**src/rtl/adc_capture_ctrl.sv**
```systemverilog
// adc_capture_ctrl
// Frame capture sequencer: takes the free-running AD9643 sample stream,
// waits for the configured trigger, and delivers exactly cfg_frame_len
// samples per enabled channel on two AXI-Stream masters, with tlast on the
// final beat. The ADC side has no back-pressure, so a sample that cannot be
// stored is dropped and counted rather than stalling the input.

module adc_capture_ctrl #(
  parameter int DATA_WIDTH = 16,
  parameter int LEN_WIDTH  = 16
) (
  input  logic                  m_axis_aclk,
  input  logic                  reset,

  // register-bank controls, already in this clock domain
  input  logic                  cfg_start,
  input  logic                  cfg_abort,
  input  logic [LEN_WIDTH-1:0]  cfg_frame_len,
  input  logic [1:0]            cfg_trig_mode,
  input  logic [1:0]            cfg_ch_en,
  input  logic                  ext_trig,

  // deserialised ADC sample stream
  input  logic                  adc_valid,
  input  logic [DATA_WIDTH-1:0] adc_data_a,
  input  logic [DATA_WIDTH-1:0] adc_data_b,
  input  logic                  adc_or,

  // channel A stream
  output logic                  m_axis_tvalid_chA,
  output logic [DATA_WIDTH-1:0] m_axis_tdata_chA,
  output logic                  m_axis_tlast_chA,
  input  logic                  m_axis_tready_chA,

  // channel B stream
  output logic                  m_axis_tvalid_chB,
  output logic [DATA_WIDTH-1:0] m_axis_tdata_chB,
  output logic                  m_axis_tlast_chB,
  input  logic                  m_axis_tready_chB,

  // status
  output logic                  sts_busy,
  output logic                  sts_done,
  output logic [1:0]            sts_state,
  output logic [15:0]           ovf_count,
  output logic [15:0]           drop_cnt_a,
  output logic [15:0]           drop_cnt_b
);

  typedef enum logic [1:0] {
    ST_IDLE    = 2'd0,
    ST_ARMED   = 2'd1,
    ST_CAPTURE = 2'd2,
    ST_FLUSH   = 2'd3
  } state_t;

  localparam logic [1:0] TRIG_IMMEDIATE = 2'd0;
  localparam logic [1:0] TRIG_OVF_EDGE  = 2'd1;
  localparam logic [1:0] TRIG_EXT_LEVEL = 2'd2;

  // ---------------------------------------------------------------------------
  // State and datapath registers
  // ---------------------------------------------------------------------------
  state_t                 state_q;
  logic [LEN_WIDTH-1:0]   frame_len_q;   // latched at accepted start
  logic [1:0]             ch_en_q;       // latched at accepted start
  logic [LEN_WIDTH-1:0]   sample_cnt_q;  // index of the next sample in the frame
  logic                   or_hist_q;     // adc_or of the previous valid sample
  logic                   done_q;
  logic [15:0]            ovf_cnt_q;
  logic [15:0]            drop_a_q;
  logic [15:0]            drop_b_q;

  // one-entry output register per channel
  logic                   tvalid_a_q;
  logic [DATA_WIDTH-1:0]  tdata_a_q;
  logic                   tlast_a_q;
  logic                   tvalid_b_q;
  logic [DATA_WIDTH-1:0]  tdata_b_q;
  logic                   tlast_b_q;

  // ---------------------------------------------------------------------------
  // Decode signals
  // ---------------------------------------------------------------------------
  logic                   start_ok;      // start request that may leave IDLE
  logic                   trig_hit;      // current valid sample fires the trigger
  logic                   or_rise;       // overflow rising edge on this sample
  logic                   offer;         // sample belongs to the frame
  logic                   offer_last;    // that sample is the frame's last
  logic [LEN_WIDTH-1:0]   last_idx;

  logic                   drain_a, take_a, load_a, ovw_a, drop_a;
  logic                   drain_b, take_b, load_b, ovw_b, drop_b;
  logic                   flush_done;

  // Saturating 16-bit increment shared by all event counters.
  function automatic logic [15:0] sat_inc(input logic [15:0] v);
    return (v == 16'hFFFF) ? v : v + 16'd1;
  endfunction

  // Frame-level decode: trigger, sample qualification and last-sample detect.
  // NOTE: every signal written in an always_comb gets a default at the top, so
  // no path through the block leaves it unassigned and no latch is inferred.
  always_comb begin
    start_ok   = 1'b0;
    trig_hit   = 1'b0;
    or_rise    = 1'b0;
    offer      = 1'b0;
    offer_last = 1'b0;
    last_idx   = frame_len_q - LEN_WIDTH'(1);

    start_ok = cfg_start && (cfg_frame_len != '0) && (cfg_ch_en != 2'b00);
    or_rise  = adc_valid && adc_or && !or_hist_q;

    // Reserved mode 3 behaves as immediate.
    unique case (cfg_trig_mode)
      TRIG_OVF_EDGE:  trig_hit = or_rise;
      TRIG_EXT_LEVEL: trig_hit = adc_valid && ext_trig;
      default:        trig_hit = adc_valid;
    endcase

    unique case (state_q)
      ST_ARMED: begin
        offer      = trig_hit;
        offer_last = (frame_len_q == LEN_WIDTH'(1));
      end
      ST_CAPTURE: begin
        offer      = adc_valid;
        offer_last = (sample_cnt_q == last_idx);
      end
      default: begin
        offer      = 1'b0;
        offer_last = 1'b0;
      end
    endcase
  end

  // Per-channel output register decisions: load, last-sample overwrite, drop.
  always_comb begin
    drain_a = tvalid_a_q && m_axis_tready_chA;
    take_a  = offer && ch_en_q[0];
    load_a  = take_a && (!tvalid_a_q || drain_a);
    ovw_a   = take_a && !load_a && offer_last;
    drop_a  = take_a && !load_a;

    drain_b = tvalid_b_q && m_axis_tready_chB;
    take_b  = offer && ch_en_q[1];
    load_b  = take_b && (!tvalid_b_q || drain_b);
    ovw_b   = take_b && !load_b && offer_last;
    drop_b  = take_b && !load_b;

    // Both registers will be empty after this edge; disabled channels never
    // hold data, so their tvalid is already 0.
    flush_done = (state_q == ST_FLUSH)
              && (!tvalid_a_q || drain_a)
              && (!tvalid_b_q || drain_b);
  end

  // Sequencer, counters and output registers.
  // NOTE: clocked state is updated with non-blocking assignments only, so every
  // read in this block sees the value from before the edge.
  always_ff @(posedge m_axis_aclk) begin
    if (reset) begin
      state_q      <= ST_IDLE;
      frame_len_q  <= '0;
      ch_en_q      <= 2'b00;
      sample_cnt_q <= '0;
      or_hist_q    <= 1'b0;
      done_q       <= 1'b0;
      ovf_cnt_q    <= '0;
      drop_a_q     <= '0;
      drop_b_q     <= '0;
      tvalid_a_q   <= 1'b0;
      tdata_a_q    <= '0;
      tlast_a_q    <= 1'b0;
      tvalid_b_q   <= 1'b0;
      tdata_b_q    <= '0;
      tlast_b_q    <= 1'b0;
    end else if (cfg_abort) begin
      // Abort discards any held beat without counting it; counters hold.
      state_q    <= ST_IDLE;
      done_q     <= 1'b0;
      tvalid_a_q <= 1'b0;
      tlast_a_q  <= 1'b0;
      tvalid_b_q <= 1'b0;
      tlast_b_q  <= 1'b0;
    end else begin
      unique case (state_q)
        ST_IDLE: begin
          if (start_ok) begin
            frame_len_q  <= cfg_frame_len;
            ch_en_q      <= cfg_ch_en;
            sample_cnt_q <= '0;
            or_hist_q    <= 1'b0;
            done_q       <= 1'b0;
            ovf_cnt_q    <= '0;
            drop_a_q     <= '0;
            drop_b_q     <= '0;
            state_q      <= ST_ARMED;
          end
        end
        ST_ARMED: begin
          if (adc_valid) begin
            or_hist_q <= adc_or;
          end
          if (trig_hit) begin
            sample_cnt_q <= LEN_WIDTH'(1);
            state_q      <= offer_last ? ST_FLUSH : ST_CAPTURE;
          end
        end
        ST_CAPTURE: begin
          if (adc_valid) begin
            or_hist_q    <= adc_or;
            sample_cnt_q <= sample_cnt_q + LEN_WIDTH'(1);
            if (offer_last) begin
              state_q <= ST_FLUSH;
            end
          end
        end
        ST_FLUSH: begin
          if (flush_done) begin
            state_q <= ST_IDLE;
            done_q  <= 1'b1;
          end
        end
        default: state_q <= ST_IDLE;
      endcase

      // Overflow edges only count for samples that belong to the frame,
      // which includes a mode-1 trigger sample.
      if (offer && or_rise) begin
        ovf_cnt_q <= sat_inc(ovf_cnt_q);
      end

      // Channel A register
      if (load_a) begin
        tvalid_a_q <= 1'b1;
        tdata_a_q  <= adc_data_a;
        tlast_a_q  <= offer_last;
      end else if (ovw_a) begin
        tdata_a_q  <= adc_data_a;
        tlast_a_q  <= 1'b1;
      end else if (drain_a) begin
        tvalid_a_q <= 1'b0;
        tlast_a_q  <= 1'b0;
      end
      if (drop_a) begin
        drop_a_q <= sat_inc(drop_a_q);
      end

      // Channel B register
      if (load_b) begin
        tvalid_b_q <= 1'b1;
        tdata_b_q  <= adc_data_b;
        tlast_b_q  <= offer_last;
      end else if (ovw_b) begin
        tdata_b_q  <= adc_data_b;
        tlast_b_q  <= 1'b1;
      end else if (drain_b) begin
        tvalid_b_q <= 1'b0;
        tlast_b_q  <= 1'b0;
      end
      if (drop_b) begin
        drop_b_q <= sat_inc(drop_b_q);
      end
    end
  end

  // ---------------------------------------------------------------------------
  // Outputs (all driven straight from registers)
  // ---------------------------------------------------------------------------
  assign m_axis_tvalid_chA = tvalid_a_q;
  assign m_axis_tdata_chA  = tdata_a_q;
  assign m_axis_tlast_chA  = tlast_a_q;
  assign m_axis_tvalid_chB = tvalid_b_q;
  assign m_axis_tdata_chB  = tdata_b_q;
  assign m_axis_tlast_chB  = tlast_b_q;

  assign sts_busy   = (state_q != ST_IDLE);
  assign sts_done   = done_q;
  assign sts_state  = state_q;
  assign ovf_count  = ovf_cnt_q;
  assign drop_cnt_a = drop_a_q;
  assign drop_cnt_b = drop_b_q;

endmodule

```
**config.mk**
```make
export PLATFORM = sky130hd
export DESIGN_NAME = adc_capture_ctrl
export DESIGN_NICKNAME = d
export VERILOG_FILES = /design/src/rtl/adc_capture_ctrl.sv
export SDC_FILE = /design/constraint.sdc
export NUM_CORES = 1
export LEC_CHECK = 0
export ABC_AREA = 1
export CELL_PAD_IN_SITES_DETAIL_PLACEMENT = 0
export CELL_PAD_IN_SITES_GLOBAL_PLACEMENT = 1
export CORE_MARGIN = 4
export CORE_UTILIZATION = 39
export CTS_CLUSTER_DIAMETER = 80
export DETAILED_ROUTE_END_ITERATION = 8
export PLACE_DENSITY_LB_ADDON = 0.05
export SLEW_MARGIN = 20
export SYNTH_ARGS = -nofsm -noshare
export SYNTH_HDL_FRONTEND = slang
export SYNTH_SLANG_ARGS = --single-unit
```
**constraint.sdc**
```tcl
create_clock -name m_axis_aclk -period 4.7 [get_ports m_axis_aclk]
set_input_delay 0.94 -clock m_axis_aclk [delete_from_list [all_inputs] [get_ports m_axis_aclk]]
set_output_delay 0.94 -clock m_axis_aclk [all_outputs]
set_load 0.05 [all_outputs]
```
==> metrics, run 1 <==
# fillers 1761; area of the multi-input gates 3869 sq um; CP Data Required Time 5.06 ns; Compound-Gate Fraction of Synth Area 0.1242; Seq pwr share 0.371; yosys warns 0; Critical Path AT 3.71 ns; Final TNS setup 0 ns; Slew headroom 0.4466; area of the core 17240 sq um; Buffers & Inverters on Critical Path 4; multiplexer area fraction after synthesis 0; die width 140.5 um; Layout area overhead 33.25%; DIE AREA 19740 sq um; antenna-violating nets left 0; total net switching power 746.5 uW; Synth Area in Adders 0.02193; port bufs 148; CTS HTree Levels 4; routed vias 6739; root buf cell clkbuf_16; worst min-delay path class reg -> reg; area of the mapped netlist 6848 sq um; largest family of logic cells by synthesized area simple AND/OR/NAND/NOR gates; clock skew 0.005902 ns; clk sinks 122; Tmin final 3.351 ns; vias per cell 4.873; max cap viols 0; commonest non-fill, non-tap cell in the layout nand2_1; Final #Nets 1218; Initial Utilization 0.3973; WL final 19740 um; largest net degree at the start of global routing 38; max-slew violation count 0; Cells after Synth 1005; Comb pwr share 0.124; Ports 149; Final setup viols 0; CTS Hold Bufs 0; Pre-Repair DR Iteration Count 4; Post-synth top flop dfxtp_1; clock-pin slew on the worst setup and hold paths 0.06 ns; Final Power 2899 uW; register area share after synthesis 0.3567; cells along the critical path clkdlybuf4s50_1, nor2_1, nand4_1, o21a_1, nand2_1, nor2_1, inv_2, buf_4, o21ai_2, nand2_4, inv_6, nand2_1, a21oi_1, and2_1; DR DRC count 0; CTS resizes 0; Pleak 0.003522 uW; Clock Power Share 0.505; RSZ-0062 raised after global routing false; Longest Clk Path Bufs 2; Crit. End Element flip-flop; Yosys reg bits 122; pwr/cell area 317.6 nW/um^2; crit path kind in -> reg; first-pass GRT wire length 32310 um; achievable clock frequency 298.4 MHz; CTS tree yes; Slew @ Worst Pin 0.8270 ns; Cell Count, Final, Fillers Out 1383; Post-Synth Simple-Gate Area 0.3656; kind of start point of the critical path primary input; Max stage delay on crit path 0.65 ns; highest-count cells in the layout ignoring fill and taps 218 x nand2_1, 165 x nor2_1, 148 x clkdlybuf4s50_1, 122 x dfxtp_1, 99 x a21oi_1; GRT overflow 0; DP Cell Count 1351; layout cell share with drive strength beyond 1 0.06218; post-synthesis xor/xnor area fraction 0.05244; outcome finished clean; Critical Path Fanout Max 28; row cnt 48; DP HPWL 14310 um; total track usage 0.1991; post-DR wirelength/cell 14.28 um; post-synth cell types 41; worst vdd ir 0.0002466 V; Clk Latency, worst-skew pair 0.42 ns; DR iter-0 viols 304; Int Power 2152 uW; Die H 140.5 um; switching part of the total 0.2576; Slowest cell on crit path nor2_1; vias in the first global route 6315; Syn Nets 1078; Reg area 2442 sq um; Post-synth EDFFs 0; Post-CTS Setup Repair Bufs 0; final hold violation count 0; Final Cycle Share 0.7131; routability congestion estimate 0.8111; n_diodes 0; critical path's top delay family simple AND/OR/NAND/NOR gates; initial antenna violation count 0; Syn Area/Cell 6.814 sq um; Async SR Flop Fraction 0; Num CTS Buffers 17
==> flip-flops by register name, summed over array words and instances (netlist names) <==
| signal | cells |
|---|---|
| m_axis_tdata_chB | 16 |
| ch_en_q | 2 |
| sts_done | 1 |
| m_axis_tlast_chB | 1 |
| frame_len_q | 16 |
| m_axis_tlast_chA | 1 |
| m_axis_tvalid_chA | 1 |
| sts_state | 2 |
| sample_cnt_q | 16 |
| m_axis_tdata_chA | 16 |
| m_axis_tvalid_chB | 1 |
| or_hist_q | 1 |
| drop_cnt_a | 16 |
| drop_cnt_b | 16 |
| ovf_count | 16 |
==> metrics by stage <==
step | setup slack (ns) | area [sq um] | hold slack (ns) | util
after global routing | 1.112 | 9125 | 0.5069 | 0.5294
after detailed placement | 0.9716 | 8467 | 0.4668 | 0.4912
after global placement | 0.9561 | 8467 | 0.4601 | 0.4912
final | 1.349 | 9125 | 0.4782 | 0.5294
after floorplan | 2.044 | 6848 | 0.4556 | -
after CTS | 1.405 | 9125 | 0.4822 | 0.5294
==> cell type report <==
type,count,area share
sequential,122,0.2677
clock buffer,18,0.04813
multi-input combinational,761,0.4240
clock inverter,14,0.02400
inverter,87,0.03647
tap,225,0.03085
timing repair buffer,156,0.1689
==> cells by family after synthesis <==
family | after synthesis
simple gates | 551
compound gates | 157
fa+ha+maj | 12
xor+xnor | 41
flops | 122
buf+inv | 122
==> cells in the mapped netlist, types with 4 or more instances <==
library cell | instances | share of area
nor2_1 | 167 | 0.092
xor2_1 | 28 | 0.036
nor3_1 | 28 | 0.020
nand2_4 | 6 | 0.0099
clkbuf_1 | 17 | 0.0093
o21a_1 | 4 | 0.0044
dfxtp_1 | 122 | 0.36
nand2_1 | 218 | 0.12
ha_1 | 12 | 0.022
nand4_1 | 24 | 0.022
nand3b_1 | 36 | 0.039
nand2_2 | 4 | 0.0037
inv_2 | 5 | 0.0027
buf_2 | 7 | 0.0051
buf_4 | 4 | 0.0044
buf_6 | 5 | 0.0082
inv_1 | 79 | 0.043
xnor2_1 | 13 | 0.017
o21ai_0 | 38 | 0.028
a21oi_1 | 99 | 0.072
a211oi_1 | 6 | 0.0066
nor2_2 | 4 | 0.0037
nand3_1 | 52 | 0.038
==> metal layers <==
layer	up-vias	part of all wire	track usage	routed length, um
li1	3575	-	-	-
met1	3017	0.50	0.2758	9778
met2	133	0.44	0.3095	8696
met3	14	0.053	0.05155	1040
met4	0	0.012	0.04997	229
met5	-	0	0	0
==> power by group through the flow <==
stage / clock network [uW] / registers [uW] / logic [uW]
finish: 1460 / 1080 / 359
global route: 1540 / 1080 / 405
CTS: 1490 / 1080 / 362
detailed placement: 0 / 1100 / 360
global placement: 0 / 1100 / 360
floorplan: 0 / 1110 / 223
==> worst paths after layout <==
kind | startpoint | endpoint | slack, ns | cells after the start
max | cfg_frame_len[1] | drop_cnt_a[2]$_SDFFE_PP0P_ | 1.35 | 14
min | m_axis_tdata_chB[2]$_SDFFE_PP0P_ | m_axis_tdata_chB[2]$_SDFFE_PP0P_ | 0.48 | 2
min reg2reg | m_axis_tdata_chB[2]$_SDFFE_PP0P_ | m_axis_tdata_chB[2]$_SDFFE_PP0P_ | 0.48 | 2
max reg2reg | sts_state[0]$_SDFFE_PP0P_ | drop_cnt_b[5]$_SDFFE_PP0P_ | 1.74 | 12
==> tightest hold or removal path: cells and delay by family, from the launching register on <==
kind / cells / cell delay (ns)
AOI/OAI and AO/OA: 1 / 0.04
and+or+nand+nor: 1 / 0.08
DFF: 1 / 0.32
Power figures use the tool's default switching activity.
==> inputs of run 2 (changes only) <==
--- a/config.mk
+++ b/config.mk
@@ -9,7 +9,7 @@
 export CELL_PAD_IN_SITES_DETAIL_PLACEMENT = 0
 export CELL_PAD_IN_SITES_GLOBAL_PLACEMENT = 1
 export CORE_MARGIN = 4
-export CORE_UTILIZATION = 39
+export CORE_UTILIZATION = 36
 export CTS_CLUSTER_DIAMETER = 80
 export DETAILED_ROUTE_END_ITERATION = 8
 export PLACE_DENSITY_LB_ADDON = 0.05
==> constraint.sdc (replaced) <==
create_clock -name m_axis_aclk -period 3.1 [get_ports m_axis_aclk]
set_input_delay 0.62 -clock m_axis_aclk [delete_from_list [all_inputs] [get_ports m_axis_aclk]]
set_output_delay 0.62 -clock m_axis_aclk [all_outputs]
set_load 0.05 [all_outputs]
==> metrics, run 2 (synthesis results as in run 1) <==
final hold violation count 0 (unchanged); Final #Nets 1230 (+0.99%); Clk Latency, worst-skew pair 0.42 ns (about the same); total track usage 0.1884 (-0.01066); routability congestion estimate 0.8399 (+3.6%); Slowest cell on crit path clkdlybuf4s50_1; highest-count cells in the layout ignoring fill and taps 218 x nand2_1, 165 x nor2_1, 148 x clkdlybuf4s50_1, 122 x dfxtp_1, 99 x a21oi_1; Initial Utilization 0.3661 (-0.03120); Pre-Repair DR Iteration Count 8 (+4); DIE AREA 21290 sq um (+7.8%); Die H 145.9 um (+3.9%); CTS tree yes; Slew @ Worst Pin 0.5826 ns (-0.2444 ns); hold slack 0.4782 ns (+0.00008300 ns); pwr/cell area 465.7 nW/um^2 (+47%); commonest non-fill, non-tap cell in the layout nand2_1; CP dominant cell by count inv_1; Pleak 0.003558 uW (+1.0%); DP Cell Count 1372 (+1.6%); WL final 20090 um (+1.8%); Slew headroom 0.6116 (+0.1650); CTS resizes 0 (unchanged); root buf cell clkbuf_16; Worst Hold Endpoint m_axis_tdata_chA[2]$_SDFFE_PP0P_; die width 145.9 um (+3.9%); vias in the first global route 6448 (+2.1%); largest net degree at the start of global routing 54 (+42%); clock-pin slew on the worst setup and hold paths 0.06 ns (about the same); CP Data Required Time 2.48 ns (-2.58 ns); Critical Path AT 2.15 ns (-1.56 ns); Crit. End Element primary output; Longest Clk Path Bufs 2 (unchanged); post-DR wirelength/cell 14.31 um (+0.23%); worst min-delay path class reg -> reg; vias per cell 4.825 (-0.98%); clk sinks 122 (unchanged); Critical Path Fanout Max 5 (-82%); Num CTS Buffers 17 (unchanged); GRT overflow 0 (unchanged); DR iter-0 viols 367 (+21%); R2R Setup Slk 0.41 ns (-1.33 ns); RR Endpoint drop_cnt_b[5]$_SDFFE_PP0P_; DP HPWL 14710 um (+2.8%); Setup WS post-layout 0.3292 ns (-1.019 ns); row cnt 50 (+4.2%); initial antenna violation count 0 (unchanged); worst vdd ir 0.0003688 V (+50%); Final Cycle Share 0.8938; area of the core 18710 sq um (+8.5%); Ports 149 (unchanged); crit path kind reg -> out; cells along the critical path inv_1, ha_1, inv_1, clkdlybuf4s50_1; first-pass GRT wire length 33090 um (+2.4%); CTS HTree Levels 4 (unchanged); max-slew violation count 0 (unchanged); outcome finished clean; R2R cell count 12 (unchanged); achievable clock frequency 360.9 MHz; Final TNS setup 0 ns (unchanged); CTS Hold Bufs 0 (unchanged); routed vias 6774 (+0.52%); clock skew 0.01736 ns (+0.01146 ns); Layout area overhead 34.61%; Max stage delay on crit path 0.85 ns (+0.20 ns); hold_sp m_axis_tdata_chA[2]$_SDFFE_PP0P_; kind of start point of the critical path flip-flop; max cap viols 0 (unchanged); port bufs 148 (unchanged); RSZ-0062 raised after global routing false; Final setup viols 0 (unchanged); Cell Count, Final, Fillers Out 1404 (+1.5%); Tmin final 2.771 ns; antenna-violating nets left 0 (unchanged); DR DRC count 0 (unchanged); pre-CTS WS 0.01136 ns (-0.9603 ns); layout cell share with drive strength beyond 1 0.07179 (+0.009619); n_diodes 0 (unchanged); worst r2r src sts_state[0]$_SDFFE_PP0P_; Post-CTS Setup Repair Bufs 0 (unchanged); Min-Delay Path Depth 2 (unchanged)
-- run 2: changes by cell type in the layout (fill, tap and decap cells not counted) --
cell,before,now
buf_12,0,2
buf_4,8,18
bufinv_16,5,4
clkbuf_8,1,0
clkinv_2,3,4
clkinv_4,3,1
clkinvlp_4,2,5
-- run 2: per-layer routing --
| metal | global-route usage | up-vias | share of wire |
|---|---|---|---|
| li1 | - | 3591 | - |
| met4 | 0.04796 | 0 | 0.010 |
| met1 | 0.2548 | 3031 | 0.49 |
| met3 | 0.04952 | 12 | 0.048 |
| met2 | 0.2998 | 140 | 0.45 |
| met5 | 0 | - | 0 |
-- run 2: final cells by class --
type                            instances  area, sq um
Timing Repair Buffer                  168         1657
Clock buffer                           17        425.4
Multi-Input combinational cell        761         3869
Clock inverter                         15        198.9
Sequential cell                       122         2442
Inverter                               87        332.8
Fill cell                            1934         9488
Tap cell                              234        292.8
-- run 2: through the flow --
stage,cell area [sq um],util,power [uW]
finish,9218,0.4928,4293
global placement,8593,0.4594,2224
detailed placement,8593,0.4594,2219
floorplan,6848,-,2021
CTS,9218,0.4928,4346
global route,9218,0.4928,4499
-- run 2: where the power goes --
part           switching [uW]  leakage, uW  total (uW)  internal, uW
clock                     764     0.000292        2110          1350
sequential               34.8     0.000986        1630          1600
combinational             331      0.00228         552           221
-- run 2: worst max path at each step --
stage                              start                           to  cells after the start
6_report       sts_state[0]$_SDFFE_PP0P_                     sts_busy                      4
3_3_place_gp            cfg_trig_mode[0]   drop_cnt_b[5]$_SDFFE_PP0P_                     17
2_1_floorplan  sts_state[0]$_SDFFE_PP0P_  drop_cnt_a[10]$_SDFFE_PP0P_                     13
5_1_grt        sts_state[0]$_SDFFE_PP0P_   drop_cnt_b[5]$_SDFFE_PP0P_                     12
4_1_cts        sts_state[0]$_SDFFE_PP0P_                     sts_busy                      4
3_5_place_dp            cfg_trig_mode[0]   drop_cnt_b[5]$_SDFFE_PP0P_                     17
-- run 2: worst max-delay path: cells and delay by family, from the launching register on --
kind / cells / cell delay (ns)
adder cells (fa/ha/maj): 1 / 0.24
flip-flops: 1 / 0.43
buffers and inverters: 3 / 1.07
